$ cat config.mk
export PLATFORM = sky130hd
export DESIGN_NAME = fir_feeder
export DESIGN_NICKNAME = d
export VERILOG_FILES = /design/src/rtl/fir_pkg.sv /design/src/rtl/fir_sample_fifo.sv /design/src/rtl/fir_feeder.sv
export SDC_FILE = /design/constraint.sdc
export NUM_CORES = 1
export LEC_CHECK = 0
export BUFFER_PORTS_ARGS = -buffer_cell sky130_fd_sc_hd__buf_2
export CAP_MARGIN = 5
export CELL_PAD_IN_SITES_DETAIL_PLACEMENT = 0
export CELL_PAD_IN_SITES_GLOBAL_PLACEMENT = 1
export CORE_ASPECT_RATIO = 0.6
export CORE_MARGIN = 2
export CORE_UTILIZATION = 44
export CTS_BUF_LIST = sky130_fd_sc_hd__clkbuf_4 sky130_fd_sc_hd__clkbuf_8
export DETAILED_ROUTE_END_ITERATION = 8
export PLACE_DENSITY = 0.73
export SLEW_MARGIN = 15
export SYNTH_ARGS = -nofsm -noshare
export SYNTH_HDL_FRONTEND = slang
export SYNTH_SLANG_ARGS = --single-unit
$ cat constraint.sdc
create_clock -name clk -period 6.95 [get_ports clk]
set_clock_uncertainty 0.2 [all_clocks]
set_input_delay 2.085 -clock clk [delete_from_list [all_inputs] [get_ports clk]]
set_output_delay 2.085 -clock clk [all_outputs]
set_load 0.05 [all_outputs]
$ cat src/rtl/fir_pkg.sv
// Shared defaults and state encoding for the FIR feeder slice.
// Imported by the feeder top and its sample FIFO.
package fir_pkg;

  localparam int DEF_N_TAPS = 5;
  localparam int DEF_DATA_W = 8;

  localparam logic [1:0] ST_IDLE   = 2'b00;
  localparam logic [1:0] ST_LOAD   = 2'b01;
  localparam logic [1:0] ST_GAP    = 2'b10;
  localparam logic [1:0] ST_STREAM = 2'b11;

  typedef enum logic [1:0] {
    S_IDLE   = ST_IDLE,
    S_LOAD   = ST_LOAD,
    S_GAP    = ST_GAP,
    S_STREAM = ST_STREAM
  } state_t;

endpackage

$ cat src/rtl/fir_sample_fifo.sv
// Synchronous sample FIFO with occupancy, full and empty flags.
// Push while full is taken only when a pop happens on the same edge.
module fir_sample_fifo
  import fir_pkg::*;
#(
  parameter int W     = DEF_DATA_W,
  parameter int DEPTH = 8
) (
  input  logic                       clk,
  input  logic                       reset,
  input  logic                       i_push,
  input  logic                       i_pop,
  input  logic [W-1:0]               i_wdata,
  output logic [W-1:0]               o_rdata,
  output logic [$clog2(DEPTH+1)-1:0] o_count,
  output logic                       o_full,
  output logic                       o_empty
);

  localparam int AW = $clog2(DEPTH);
  localparam int CW = $clog2(DEPTH+1);

  logic [W-1:0]  r_mem [DEPTH];
  logic [AW-1:0] r_wr;
  logic [AW-1:0] r_rd;
  logic [CW-1:0] r_count;
  logic          w_push;
  logic          w_pop;

  assign o_full  = (r_count == CW'(DEPTH));
  assign o_empty = (r_count == '0);
  assign o_count = r_count;
  assign o_rdata = r_mem[r_rd];

  assign w_pop  = i_pop && !o_empty;
  assign w_push = i_push && (!o_full || w_pop);

  always_ff @(posedge clk) begin
    if (w_push) begin
      r_mem[r_wr] <= i_wdata;
    end
  end

  always_ff @(posedge clk or negedge reset) begin
    if (!reset) begin
      r_wr    <= '0;
      r_rd    <= '0;
      r_count <= '0;
    end else begin
      if (w_push) begin
        r_wr <= r_wr + 1'b1;
      end
      if (w_pop) begin
        r_rd <= r_rd + 1'b1;
      end
      if (w_push && !w_pop) begin
        r_count <= r_count + 1'b1;
      end else if (w_pop && !w_push) begin
        r_count <= r_count - 1'b1;
      end
    end
  end

endmodule

$ cat src/rtl/fir_feeder.sv
// Coefficient/sample sequencer for the FIR stage.
// Outputs are registered from next-state values so they align with state.
module fir_feeder
  import fir_pkg::*;
#(
  parameter int N_TAPS     = DEF_N_TAPS,
  parameter int DATA_W     = DEF_DATA_W,
  parameter int FIFO_DEPTH = 8,
  parameter int SAMPLE_GAP = 0
) (
  input  logic                            clk,
  input  logic                            reset,
  input  logic                            coef_wr_en,
  input  logic [$clog2(N_TAPS)-1:0]       coef_wr_addr,
  input  logic [DATA_W-1:0]               coef_wr_data,
  input  logic                            reload,
  input  logic                            s_valid,
  input  logic [DATA_W-1:0]               s_data,
  output logic                            s_ready,
  output logic [DATA_W-1:0]               data_out,
  output logic                            coef_enable,
  output logic                            sample_enable,
  output logic                            busy,
  output logic [$clog2(FIFO_DEPTH+1)-1:0] fifo_count
);

  localparam int AW = $clog2(N_TAPS);
  localparam int GW = (SAMPLE_GAP > 0) ? $clog2(SAMPLE_GAP+1) : 1;
  localparam int CW = $clog2(FIFO_DEPTH+1);

  logic [DATA_W-1:0] r_shadow [N_TAPS];
  logic [DATA_W-1:0] r_active [N_TAPS];
  logic [DATA_W-1:0] w_snap   [N_TAPS];

  state_t            r_state;
  state_t            w_nxt_state;
  logic [AW-1:0]     r_k;
  logic [AW-1:0]     w_nxt_k;
  logic [GW-1:0]     r_gap;
  logic [GW-1:0]     w_nxt_gap;
  logic              r_pend;
  logic              w_nxt_pend;
  logic              w_copy;
  logic              w_pop;
  logic              w_go;
  logic              w_wr_hit;
  logic              w_nxt_ce;
  logic              w_nxt_se;
  logic [DATA_W-1:0] w_nxt_data;

  logic [DATA_W-1:0] w_head;
  logic [CW-1:0]     w_count;
  logic              w_full;
  logic              w_empty;

  fir_sample_fifo #(
    .W     (DATA_W),
    .DEPTH (FIFO_DEPTH)
  ) u_fifo (
    .clk     (clk),
    .reset   (reset),
    .i_push  (s_valid && s_ready),
    .i_pop   (w_pop),
    .i_wdata (s_data),
    .o_rdata (w_head),
    .o_count (w_count),
    .o_full  (w_full),
    .o_empty (w_empty)
  );

  assign s_ready    = !w_full;
  assign fifo_count = w_count;

  assign w_wr_hit = coef_wr_en && (int'(coef_wr_addr) < N_TAPS);
  assign w_go     = !w_empty && (r_gap == '0);

  // Same-edge host write is folded into the snapshot (write-first copy)
  always_comb begin
    for (int i = 0; i < N_TAPS; i++) begin
      w_snap[i] = r_shadow[i];
      if (w_wr_hit && int'(coef_wr_addr) == i) begin
        w_snap[i] = coef_wr_data;
      end
    end
  end

  always_comb begin
    w_nxt_state = r_state;
    w_nxt_k     = r_k;
    w_nxt_pend  = r_pend;
    w_nxt_gap   = (r_gap != '0) ? r_gap - 1'b1 : r_gap;
    w_nxt_ce    = 1'b0;
    w_nxt_se    = 1'b0;
    w_nxt_data  = '0;
    w_copy      = 1'b0;
    w_pop       = 1'b0;
    unique case (r_state)
      S_IDLE: begin
        w_copy = reload;
      end
      S_LOAD: begin
        if (reload) begin
          w_nxt_pend = 1'b1;
        end
        if (r_k == AW'(N_TAPS-1)) begin
          w_nxt_state = S_GAP;
        end else begin
          w_nxt_k    = r_k + 1'b1;
          w_nxt_ce   = 1'b1;
          w_nxt_data = r_active[r_k + 1'b1];
        end
      end
      S_GAP: begin
        if (r_pend || reload) begin
          w_copy = 1'b1;
        end else begin
          w_nxt_state = S_STREAM;
          w_pop       = w_go;
        end
      end
      S_STREAM: begin
        if (reload) begin
          w_copy = 1'b1;
        end else begin
          w_pop = w_go;
        end
      end
      default: w_nxt_state = S_IDLE;
    endcase
    if (w_copy) begin
      w_nxt_state = S_LOAD;
      w_nxt_k     = '0;
      w_nxt_pend  = 1'b0;
      w_nxt_ce    = 1'b1;
      w_nxt_data  = w_snap[0];
    end
    if (w_pop) begin
      w_nxt_se   = 1'b1;
      w_nxt_data = w_head;
      w_nxt_gap  = GW'(SAMPLE_GAP);
    end
  end

  always_ff @(posedge clk or negedge reset) begin
    if (!reset) begin
      for (int i = 0; i < N_TAPS; i++) begin
        r_shadow[i] <= '0;
        r_active[i] <= '0;
      end
    end else begin
      if (w_wr_hit) begin
        r_shadow[coef_wr_addr] <= coef_wr_data;
      end
      if (w_copy) begin
        for (int i = 0; i < N_TAPS; i++) begin
          r_active[i] <= w_snap[i];
        end
      end
    end
  end

  always_ff @(posedge clk or negedge reset) begin
    if (!reset) begin
      r_state       <= S_IDLE;
      r_k           <= '0;
      r_gap         <= '0;
      r_pend        <= 1'b0;
      data_out      <= '0;
      coef_enable   <= 1'b0;
      sample_enable <= 1'b0;
      busy          <= 1'b0;
    end else begin
      r_state       <= w_nxt_state;
      r_k           <= w_nxt_k;
      r_gap         <= w_nxt_gap;
      r_pend        <= w_nxt_pend;
      data_out      <= w_nxt_data;
      coef_enable   <= w_nxt_ce;
      sample_enable <= w_nxt_se;
      busy          <= (w_nxt_state == S_LOAD) ||
                       (w_nxt_state == S_GAP);
    end
  end

endmodule

**Word level (Yosys, flattened, before mapping)**

Memory sizes are Yosys's and may differ from the RTL's.
Cells that the tools add are included.
W data, S select, Z words.

- RAM bits: 64
- Word-level logic and storage cells: 116
- Memories: 1
- Flip-flop bits (word level): 108

Memory list:

| name | depth | width | read ports | clocked after Yosys merged registers in | wr ports | line | text |
|---|---|---|---|---|---|---|---|
| u_fifo.r_mem | 8 | 8 | 1 | 0 | 1 | fir_sample_fifo.sv:23 | `logic [W-1:0] r_mem [DEPTH];` |

- Order comparisons: 4
- Add/sub/neg operators: 6
- Bitwise operators: 3
- Multiplexer cells: 41
- Equal/unequal tests: 12
- Reduce and logical (&&, ||, !) cells: 28

Operator list:

| cell | number |
|---|---|
| $mux W8 | 12 |
| $bwmux W40 | 1 |
| $bmux W8 S3 | 1 |
| $demux W8 S3 | 1 |
| $mux W1 | 15 |
| $logic_and A1 B1 Y1 | 13 |
| $eq A3 B3 Y1 const B | 4 |
| $add A3 B1 Y3 const B | 3 |
| $mux W3 | 3 |
| $ge A4 B4 Y1 const B | 2 |
| $mux W4 | 2 |
| $not A3 Y4 | 2 |
| $eq A2 B2 Y1 const B | 3 |
| $mux W2 | 3 |
| $reduce_bool A2 Y1 | 3 |
| $add A4 B1 Y4 const B | 1 |
| $eq A2 B1 Y1 const B | 2 |
| $eq A4 B4 Y1 const B | 1 |
| $logic_not A1 Y1 | 4 |
| $logic_not A4 Y1 | 1 |
| $lt A4 B1 Y1 const B | 1 |
| $pmux W2 S2 | 1 |
| $reduce_and A2 Y1 | 2 |
| $sub A4 B1 Y4 const B | 1 |
| 10 further kinds | 12 |

**Longest topological paths before layout**

Gate-level depths: netlist of run 1.

- Depth after elaboration: 12
- Mapped depth: 13
- Mapped depth without buffers: 11

**Hierarchy**

From an unflattened synthesis of run 1, not the netlist that was laid out.

- Cells, all modules: 491
- Area total of the unflattened synthesis: 7,234.4 µm²

By module, submodules not included:

| module | area each (µm²) | times used | cells each |
|---|---|---|---|
| fir_feeder | 4,171.5 | 1 | 335 |
| fir_sample_fifo | 3,062.9 | 1 | 156 |

**Least setup slack after synthesis of run 1**

No wires, ideal clock.

- Path kind: input-to-reg
- Start: input port reload
- End: register u_fifo.r_count[3] (netlist: u_fifo.o_count[3])
- Path buffers: 2
- Path slack: 2.748 ns
- Stages on the path: 10
- Arrival time: 3.860 ns
- Cell sequence: a211o_1 > buf_2 > buf_1 > ha_1 > inv_1 > ha_1 > a21o_1 > a21oi_1 > mux2i_1 > xnor2_1

- Word-level cells in the longest chain between the ends: 9

RTL lines:

| element | line | text |
|---|---|---|
| start, declared | fir_feeder.sv:16 | `input logic reload,` |
| $logic_or A1 B1 Y1 | fir_feeder.sv:114 | `if (r_pend \|\| reload) begin` |
| $mux W1 | fir_feeder.sv:114 |  |
| $pmux W1 S2 * | fir_feeder.sv:97 | `unique case (r_state)` |
| $logic_and A1 B1 Y1 * | fir_sample_fifo.sv:35 | `assign w_pop = i_pop && !o_empty;` |
| $logic_or A1 B1 Y1 | fir_sample_fifo.sv:36 | `assign w_push = i_push && (!o_full \|\| w_pop);` |
| $logic_and A1 B1 Y1 | fir_sample_fifo.sv:36 |  |
| $logic_not A1 Y1 | fir_sample_fifo.sv:58 | `end else if (w_pop && !w_push) begin` |
| $logic_and A1 B1 Y1 | fir_sample_fifo.sv:58 |  |
| $reduce_bool A2 Y1 (no line) | - |  |
| end signal, assigned | fir_sample_fifo.sv:57 | `r_count <= r_count + 1'b1;` |
| end signal, assigned | fir_sample_fifo.sv:59 | `r_count <= r_count - 1'b1;` |
| end, declared | fir_sample_fifo.sv:26 | `logic [CW-1:0] r_count;` |

Mark *: on every way between the ends. The rest lies on a longest branch, timed or not.
A chain may end at the register's enable or synchronous reset.

**Worst setup path after layout of run 1**

Same ends and word-level chain as after synthesis.

==> results.toml, run 1 <==
[outcome]
violations = "design-rule violations"
status = "finished, violations left"

[worst_setup_path]
critPathCaptureType = "flip-flop"
startpoint_type = "input pin"
r2r_setup_slack_ns = 3.52
path_cells = "buf_2 -> a211o_1 -> ha_1 -> inv_1 -> ha_1 -> a21o_1 -> a21oi_1 -> mux2i_1 -> xnor2_1"
critPathMaxStageDelay_ns = 0.71
cp.arrival_ns = 4.40
worstPathMaxFanout = 20
crit_family = "compound AO/OA/AOI/OAI gates"
cp_num_buf_inv = 2
slowest_stage = "a211o_1"
critPathRequiredTime_ns = 7.12
reg2reg_from = "r_state[0]"
path_class = "input pin to flip-flop"
crit_path_frequent_cell = "ha_1"
crit_start = "reload"

[timing]
fmax_mhz = 236.3
setup_tns_ns = 0
rsz0062_at_grt = "false"
tightest_slew_ns = 1.053
maxSlewViolCount = 0
final_hold_viol_count = 0
slew_headroom = 0.2941
period_needed_ns = 4.232
fin_crit_sh = 0.6090
setup_viol = 0

[clock_network]
clk_pin_slew_ns = 0.10
cts_root_buf = "clkbuf_8"
insertion_delay_ns = 0.45
h-tree-depth = 4
post_cts_resized = 0
hold_buffers = 0
cts_buffers = 17
cts_tree = "built"
post_cts_buffers = 0
cts_buffer_depth = 2
clkSinkCount = 171

[drt]
routed_wl_um = 13970
first_pass_iters = 6
ant_nets = 0
vias = 3979
drcViolationCount = 2
drt_first_iter_violations = 298
via_per_inst = 5.291
wire_per_inst_um = 18.57

[floorplan]
initial_core_util = 0.4554
placementRows = 35
die_h_um = 102.1
dieArea_um2 = 17110
io_pins = 40
die_w_um = 167.5
core_um2 = 15500

[logic_synthesis]
yosysSeqAreaShare = 0.6515
avgSynthCellArea_um2 = 14.35
synth_top_area_cell = "dfrtp_1"
muxShareOfSynthArea = 0.1577
synth_fa_ha_area_frac = 0.02233
syn_inst = 492
synthFlopType = "dfrtp_1"
netlist_area_um2 = 7059
synth_top_family_by_area = "multiplexers"
ys.warnings.count = 0
synth.top_cell.area_share = 0.3793
synth-xor-area-share = 0.01117
synthTopCellsByArea = "dfrtp_1 38%, edfxtp_1 27%, mux4_2 7.7%"
ys_types = 42
synth_fp_nets = 528
synthArstFlopShare = 0.6257
synth_edf_count = 64
synth_compound_area_frac = 0.04201
synth-simple-area-share = 0.09607
synth_seq_cells = 171

[job]
drv_cap = 0

[power_and_ir_drop]
leakage_nw = 3.278
p_comb_frac = 0.316
ir_drop_v = 0.0002359
p_int_w = 0.002104
seqPwrFrac = 0.465
switching_share = 0.3528
power.share.clock = 0.218
power.switching_w = 0.001147
p_per_area_nw_per_um2 = 412.1

[grt]
grt_first_pass_wirelength_um = 22720
antenna_found_initial = 0
grt_max_degree = 66
grt_pass1_vias = 4206
grtUsageTotal = 0.1781
grt-ovfl-total = 0

[hold_path]
hp-start = "r_active[11]"
hold_path.class = "flip-flop to flip-flop"

[finish]
drive_gt1_frac = 0.2823
syn_to_final_growth_pct = 11.75
nets = 572
multiInputGateArea_um2 = 2350
regArea_um2 = 4599
fill_cells = 1361
final_area_um2 = 7889
diodes = 0

[place]
io_buffers = 39
place_hpwl_um = 9222
placed_area_um2 = 7486
place_congestion = 0.7582
[final timing paths]
check	to	cells past startpoint
hold reg to reg	r_active[11]	2
hold / removal	r_active[11]	2
setup reg to reg	u_fifo.o_count[3]	11
max in group asynchronous	coef_enable	2
min in group asynchronous	r_active[27]	1
setup / recovery	u_fifo.o_count[3]	9
[worst register-to-register path, stage by stage, from the launching register on]
cell,delay [ns]
dfrtp_1,0.45
inv_1,0.12
ha_1,0.28
nand2b_1,0.08
a211o_1,0.65
ha_1,0.40
inv_1,0.14
ha_1,0.26
a21o_1,0.18
a21oi_1,0.18
mux2i_1,0.26
xnor2_1,0.15
[final cells by class]
cell class / count / share of cell area
flip-flops and latches: 171 / 0.5830
well taps: 203 / 0.03220
multi-input cells: 291 / 0.2979
inverters: 9 / 0.004282
repair buffers: 46 / 0.03172
clock buffers: 18 / 0.03061
clock inverters: 14 / 0.02030
[sequential cells by signal (all words and copies together) (netlist names)]
name / cells
busy: 1
u_fifo.r_wr: 3
u_fifo.o_count: 4
r_shadow: 40
coef_enable: 1
sample_enable: 1
r_k: 3
u_fifo.r_mem: 64
data_out: 8
r_state: 2
r_active: 40
r_pend: 1
u_fifo.r_rd: 3
[placed cells by master, fill, tap and decap left out, drive strengths merged, types with 7 or more instances in the layout]
| master | n |
|---|---|
| ha | 11 |
| nor2 | 17 |
| mux4 | 24 |
| edfxtp | 64 |
| xnor2 | 7 |
| inv | 15 |
| buf | 46 |
| a22oi | 8 |
| a31oi | 8 |
| a211oi | 9 |
| nor2b | 8 |
| dfrtp | 107 |
| clkbuf | 18 |
| mux2 | 50 |
| nand2 | 109 |
[synth_stat cells (2+ instances only)]
cell type  instances
nand2_1          109
a21oi_1            6
o21ai_0            4
a31oi_1            8
a22oi_1            8
a21o_1             2
nor3_1             3
nor2_1            17
xnor2_1            7
a211oi_1           8
edfxtp_1          64
buf_1              2
inv_1              9
mux2_1             5
dfrtp_1          107
nor2b_1            8
buf_2             12
ha_1              11
nand2b_1           5
xor2_1             2
clkbuf_1           6
mux4_2            24
mux2_2            45
nor4bb_1           2
[per-stage QoR]
stage / cells / hold slack [ns] / total power, W / worst slack (ns) / util
3_5_place_dp: 720 / 0.2617 / 0.002575 / 2.292 / 0.4829
3_3_place_gp: 720 / 0.2563 / 0.002535 / 2.414 / 0.4829
6_report: 752 / 0.2831 / 0.003251 / 2.718 / 0.5089
4_1_cts: 752 / 0.2856 / 0.003282 / 2.767 / 0.5088
5_1_grt: 752 / 0.3064 / 0.003459 / 2.576 / 0.5089
2_1_floorplan: 492 / 0.2403 / 0.002289 / 2.748 / -
[power by group through the flow]
stage / combinational, W / clock (W) / sequential (W)
detailed placement: 0.00104 / 0 / 0.00154
CTS: 0.00104 / 0.000723 / 0.00152
finish: 0.00103 / 0.000710 / 0.00151
global placement: 0.00101 / 0 / 0.00152
global route: 0.00114 / 0.000769 / 0.00155
floorplan: 0.000733 / 0 / 0.00156
[cells by family (layout without fill, tap and decap cells)]
logic type	after synthesis	after routing
AOI/OAI and AO/OA	42	42
xor gates and xnor gates	9	9
adders and majority gates	12	12
buffers and inverters	30	87
DFF	171	171
muxes	75	75
and+or+nand+nor	153	153
[metal layers]
layer,part of all wire,track usage
met1,0.51,0.2635
met2,0.44,0.2735
met3,0.038,0.03757
met4,0.0079,0.04415
met5,0,0
Power figures use the tool's default switching activity.
==> run 2, diff against run 1 <==
clock period = 4.02 ns   (was 6.95 ns; I/O delays follow)
==> run 2 against run 1 <==
  * Register-to-register slack worse by 2.4 ns
  * Largest power group unchanged
  * Global-route usage decreased by 0.32 points
  * Worst setup slack got worse by 1.8 ns
  * Non-clock buffer count grew 6
  * Count of clock-buffer cells in the layout shrank 1
  * Wire length fell by 1.3%
  * Sequential share of layout area shrank 0.56 points
  * Critical path depth down 7
  * Sequential power rose by 74%
  * The flow still finishes with violations (design-rule violations)
  * Critical endpoint is now s_ready
  * Cell count up 0.80%
  * Via count shrank 1.0%
==> results.toml, run 2 (synthesized netlist as in run 1, its figures left out) <==
[job]
drv_cap = 0

[floorplan]
io_pins = 40
initial_core_util = 0.4554
die_h_um = 102.1
core_um2 = 15500
die_w_um = 167.5
placementRows = 35
dieArea_um2 = 17110

[worst_setup_path]
cp.arrival_ns = 1.69
ff2ff_path_depth = 6
worstPathMaxFanout = 6
startpoint_type = "flip-flop"
critPathCaptureType = "output port"
critPathRequiredTime_ns = 2.61
path_class = "flip-flop to output port"

[clock_network]
cts_buffer_depth = 2
clkSinkCount = 171
cts_tree = "built"
post_cts_buffers = 0
insertion_delay_ns = 0.44
cts_buffers = 17
hold_buffers = 0
h-tree-depth = 4
clk_pin_slew_ns = 0.10
post_cts_resized = 0
cts_root_buf = "clkbuf_8"

[timing]
period_needed_ns = 3.100
fin_crit_sh = 0.7711
setup_viol = 0
rsz0062_at_grt = "false"
setup_tns_ns = 0
slew_headroom = 0.4020
tightest_slew_ns = 0.8938
final_hold_viol_count = 0
fmax_mhz = 322.6
maxSlewViolCount = 0

[place]
place_hpwl_um = 8880
placed_area_um2 = 7543
place_congestion = 0.7624
dp.cells = 726
io_buffers = 39

[grt]
grt-ovfl-total = 0
grtUsageTotal = 0.1749
grt_pass1_vias = 4085
grt_first_pass_wirelength_um = 22250
grt_max_degree = 73
antenna_found_initial = 0

[finish]
layout_commonest_cell = "nand2_1"
fill_cells = 1338
largest_register_ff_count = 64
drive_gt1_frac = 0.2847
largest-register = "u_fifo.r_mem"
layout.cells.non_filler = 758
final_area_um2 = 7965
nets = 578
diodes = 0
final_cell_mix = "109 x nand2_1, 107 x dfrtp_1, 64 x edfxtp_1, 45 x mux2_2, 38 x buf_2"
syn_to_final_growth_pct = 12.83
reg.largest.list = "u_fifo.r_mem (64), r_active (40), r_shadow (40)"

[drt]
ant_nets = 0
wire_per_inst_um = 18.19
drcViolationCount = 2
routed_wl_um = 13790
via_per_inst = 5.197
drt_first_iter_violations = 187
first_pass_iters = 6
vias = 3939

[hold_path]
min_path_cells = 2
hold_path.class = "flip-flop to flip-flop"

[power_and_ir_drop]
leakage_nw = 3.326
ir_drop_v = 0.0005472
p_per_area_nw_per_um2 = 710.7
fin_total_pwr_w = 0.005661

[outcome]
status = "finished, violations left"
violations = "design-rule violations"
-- run 2: metrics by stage --
| stage | hold WS, ns | util | setup WS [ns] |
|---|---|---|---|
| 4_1_cts | 0.2851 | 0.5138 | 0.8932 |
| 2_1_floorplan | 0.2403 | - | 0.6750 |
| 5_1_grt | 0.3039 | 0.5138 | 0.8198 |
| 3_3_place_gp | 0.2525 | 0.4866 | 0.8736 |
| 3_5_place_dp | 0.2629 | 0.4866 | 0.8495 |
| 6_report | 0.2818 | 0.5138 | 0.9202 |
-- run 2: report_power, final --
part           internal, W  switching, W
registers          0.00229      0.000326
logic             0.000788      0.000982
clock network     0.000628      0.000645
total              0.00371       0.00195
-- run 2: path summary, 6_finish.rpt --
path / from / to / slack [ns]
worst max-delay path: u_fifo.o_count[1] / s_ready / 0.92
worst min-delay path: r_active[10] / r_active[10] / 0.28
worst max register to register: r_k[0] / data_out[2] / 1.08
worst min register to register: r_active[10] / r_active[10] / 0.28
max in group asynchronous: reset / u_fifo.o_count[3] / 2.36
min in group asynchronous: reset / r_active[3] / 0.51
-- run 2: final cells by class --
| cell class | count | area [um^2] | area share |
|---|---|---|---|
| repair buffers | 52 | 307.8 | 0.03864 |
| clock inverters | 15 | 187.7 | 0.02356 |
| flip-flops and latches | 171 | 4599 | 0.5774 |
| clock buffers | 17 | 234.0 | 0.02937 |
| multi-input cells | 291 | 2349 | 0.2948 |
| well taps | 203 | 254.0 | 0.03189 |
| inverters | 9 | 33.78 | 0.004241 |
-- run 2: routing by layer --
layer,share of wire,wire (um),track usage,vias up
li1,-,-,-,1857
met1,0.50,6944,0.2506,2000
met2,0.45,6183,0.2713,74
met3,0.041,571,0.04299,8
met4,0.0066,91,0.04816,0
met5,0,0,0,-
-- run 2: critical path, stage by stage, from the launching register on --
cell and delay [ns]:
dfrtp_1 0.47, or4b_1 0.56, buf_2 0.23
==> run 3, diff against run 2 <==
ABC_AREA = 1   (was unset)
PLACE_DENSITY = 0.8   (was 0.73)
clock period = 2.8 ns   (was 4.02 ns; I/O delays follow)
==> run 3 against run 2 <==
  * The flow now finishes without violations
  * Sequential power grew 34%
  * Critical path depth up 1
  * Area after synthesis increased by 4.5%
  * Sequential share of layout area fell by 2.1 points
  * Via count rose by 34%
  * Critical endpoint unchanged
==> results.toml, run 3 <==
[outcome]
status = "complete, no violations"

[finish]
syn_to_final_growth_pct = 12.27
layout_commonest_cell = "nand2_1"
drive_gt1_frac = 0.1420
final_cell_mix = "209 x nand2_1, 104 x dfrtp_1, 94 x o21ai_0, 67 x inv_1, 64 x edfxtp_1"
largest-register = "u_fifo.r_mem"
reg.largest.list = "u_fifo.r_mem (64), r_active (40), r_shadow (40)"
diodes = 0
nets = 840
largest_register_ff_count = 64
final_area_um2 = 8279

[logic_synthesis]
syn_inst = 756
ys.warnings.count = 0
avgSynthCellArea_um2 = 9.755
netlist_area_um2 = 7375
synth_fp_nets = 792
ys_types = 36
synth_top_area_cell = "dfrtp_1"
synth.top_cell.area_share = 0.3631
synthArstFlopShare = 0.6257
synthTopCellsByCount = "209 x nand2_1, 107 x dfrtp_1, 94 x o21ai_0, 67 x inv_1, 64 x edfxtp_1"
synth_most_common_cell = "nand2_1"
synth_edf_count = 64
yosysSeqAreaShare = 0.6237
synthTopCellsByArea = "dfrtp_1 36%, edfxtp_1 26%, nand2_1 11%"
synth_seq_cells = 171
synthFlopType = "dfrtp_1"

[drt]
via_per_inst = 5.042
routed_wl_um = 16010
first_pass_iters = 5
wire_per_inst_um = 15.32
ant_nets = 0
drcViolationCount = 0
drt_first_iter_violations = 475
vias = 5269

[worst_setup_path]
cp.arrival_ns = 1.42
slowest_stage = "dfrtp_2"
path_cells = "nor2_1 -> nand3b_1 -> buf_2"
crit_start = "u_fifo.o_count[1]"
critPathRequiredTime_ns = 1.76
path_class = "flip-flop to output port"
crit_family = "flip-flops"
reg2reg_from = "r_state[0]"
worstPathMaxFanout = 5
critPathMaxStageDelay_ns = 0.47
startpoint_type = "flip-flop"
cp_num_buf_inv = 1
critPathCaptureType = "output port"

[grt]
use_met1 = 0.2919
grt_first_pass_wirelength_um = 26880
grt-ovfl-total = 0
use_met2 = 0.2840
grt_pass1_vias = 5303
grt_max_degree = 42
busiest_layer = "met1"
grtUsageTotal = 0.1953
met3_usage = 0.04414
antenna_found_initial = 0

[timing]
slew_headroom = 0.5639
fin_crit_sh = 0.8773
maxSlewViolCount = 0
period_needed_ns = 2.456
setup_viol = 0
setup_tns_ns = 0
final_hold_viol_count = 0
fmax_mhz = 407.1
rsz0062_at_grt = "false"
tightest_slew_ns = 0.6526

[floorplan]
die_h_um = 104.3
io_pins = 40
die_w_um = 171.1
dieArea_um2 = 17850
core_um2 = 16310
placementRows = 36
initial_core_util = 0.4523

[place]
place_hpwl_um = 10860
io_buffers = 39
placed_area_um2 = 7859
place_congestion = 0.7582

[clock_network]
cts_buffers = 17
cts_buffer_depth = 2
clk_pin_slew_ns = 0.09
cts_root_buf = "clkbuf_8"
post_cts_resized = 0
post_cts_buffers = 0
insertion_delay_ns = 0.46
clkSinkCount = 171
hold_buffers = 0
cts_tree = "built"
h-tree-depth = 4

[hold_path]
hold_path.class = "input pin to async pin"

[job]
drv_cap = 0

[power_and_ir_drop]
leakage_nw = 3.745
p_per_area_nw_per_um2 = 1082
ir_drop_v = 0.0006794
-- run 3: cell types whose count changed in the layout (fill, tap and decap cells not counted), sizes merged, moves of 9 or more --
cell / delta
a211oi: -9
nand2: +104
o21ai: +113
mux2: -50
mux4: -24
o211ai: +17
nor2: +48
inv: +64
nand3: +29
buf: +9
-- run 3: layout make-up --
cell class | instances | area (um^2)
Tap cell | 228 | 285.3
Multi-Input combinational cell | 480 | 2301
Timing Repair Buffer | 61 | 387.9
Clock buffer | 17 | 234.0
Inverter | 73 | 281.5
Sequential cell | 171 | 4603
Fill cell | 1529 | 8026
Clock inverter | 15 | 186.4
-- run 3: worst paths after layout --
kind                                           to  depth (start not counted)  slack, ns
worst max-delay path                      s_ready                          3       0.34
max in group asynchronous            r_shadow[20]                          2       1.64
min in group clk                     r_shadow[33]                          2       0.28
worst max register to register  u_fifo.o_count[3]                         13       0.40
worst min-delay path                 r_active[24]                          1       0.14
worst min register to register       r_shadow[33]                          2       0.28
-- run 3: report_power, final --
part,total [W],internal (W),switching [W]
sequential,0.00352,0.00325,0.000267
combinational,0.00358,0.00111,0.00247
clock,0.00187,0.000903,0.000963
total,0.00896,0.00526,0.00370
-- run 3: layer usage --
layer,share of wire,vias to the layer above
li1,-,2558
met1,0.50,2571
met2,0.43,118
met3,0.050,22
met4,0.013,0
met5,0,-
-- run 3: through the flow --
stage	cells	total power (W)	setup WS (ns)	hold slack [ns]	utilization
after floorplan	756	0.006194	0.01893	0.2434	-
after global placement	1013	0.007043	0.3117	0.2556	0.4820
after detailed placement	1013	0.007143	0.2853	0.2603	0.4820
after CTS	1045	0.009005	0.3214	0.1520	0.5078
after global routing	1045	0.009728	0.09521	0.1598	0.5078
final	1045	0.008958	0.3435	0.1446	0.5078
-- run 3: kinds of logic (layout without fill, tap and decap cells) --
kind of cell,after synthesis,count (layout),share of synthesized area
adders and majority gates,12,12,0.02138
AOI/OAI and AO/OA,142,142,0.1045
and+or+nand+nor,318,318,0.1741
buffers and inverters,105,166,0.06430
DFF,171,171,0.6237
xor gates and xnor gates,8,8,0.01205
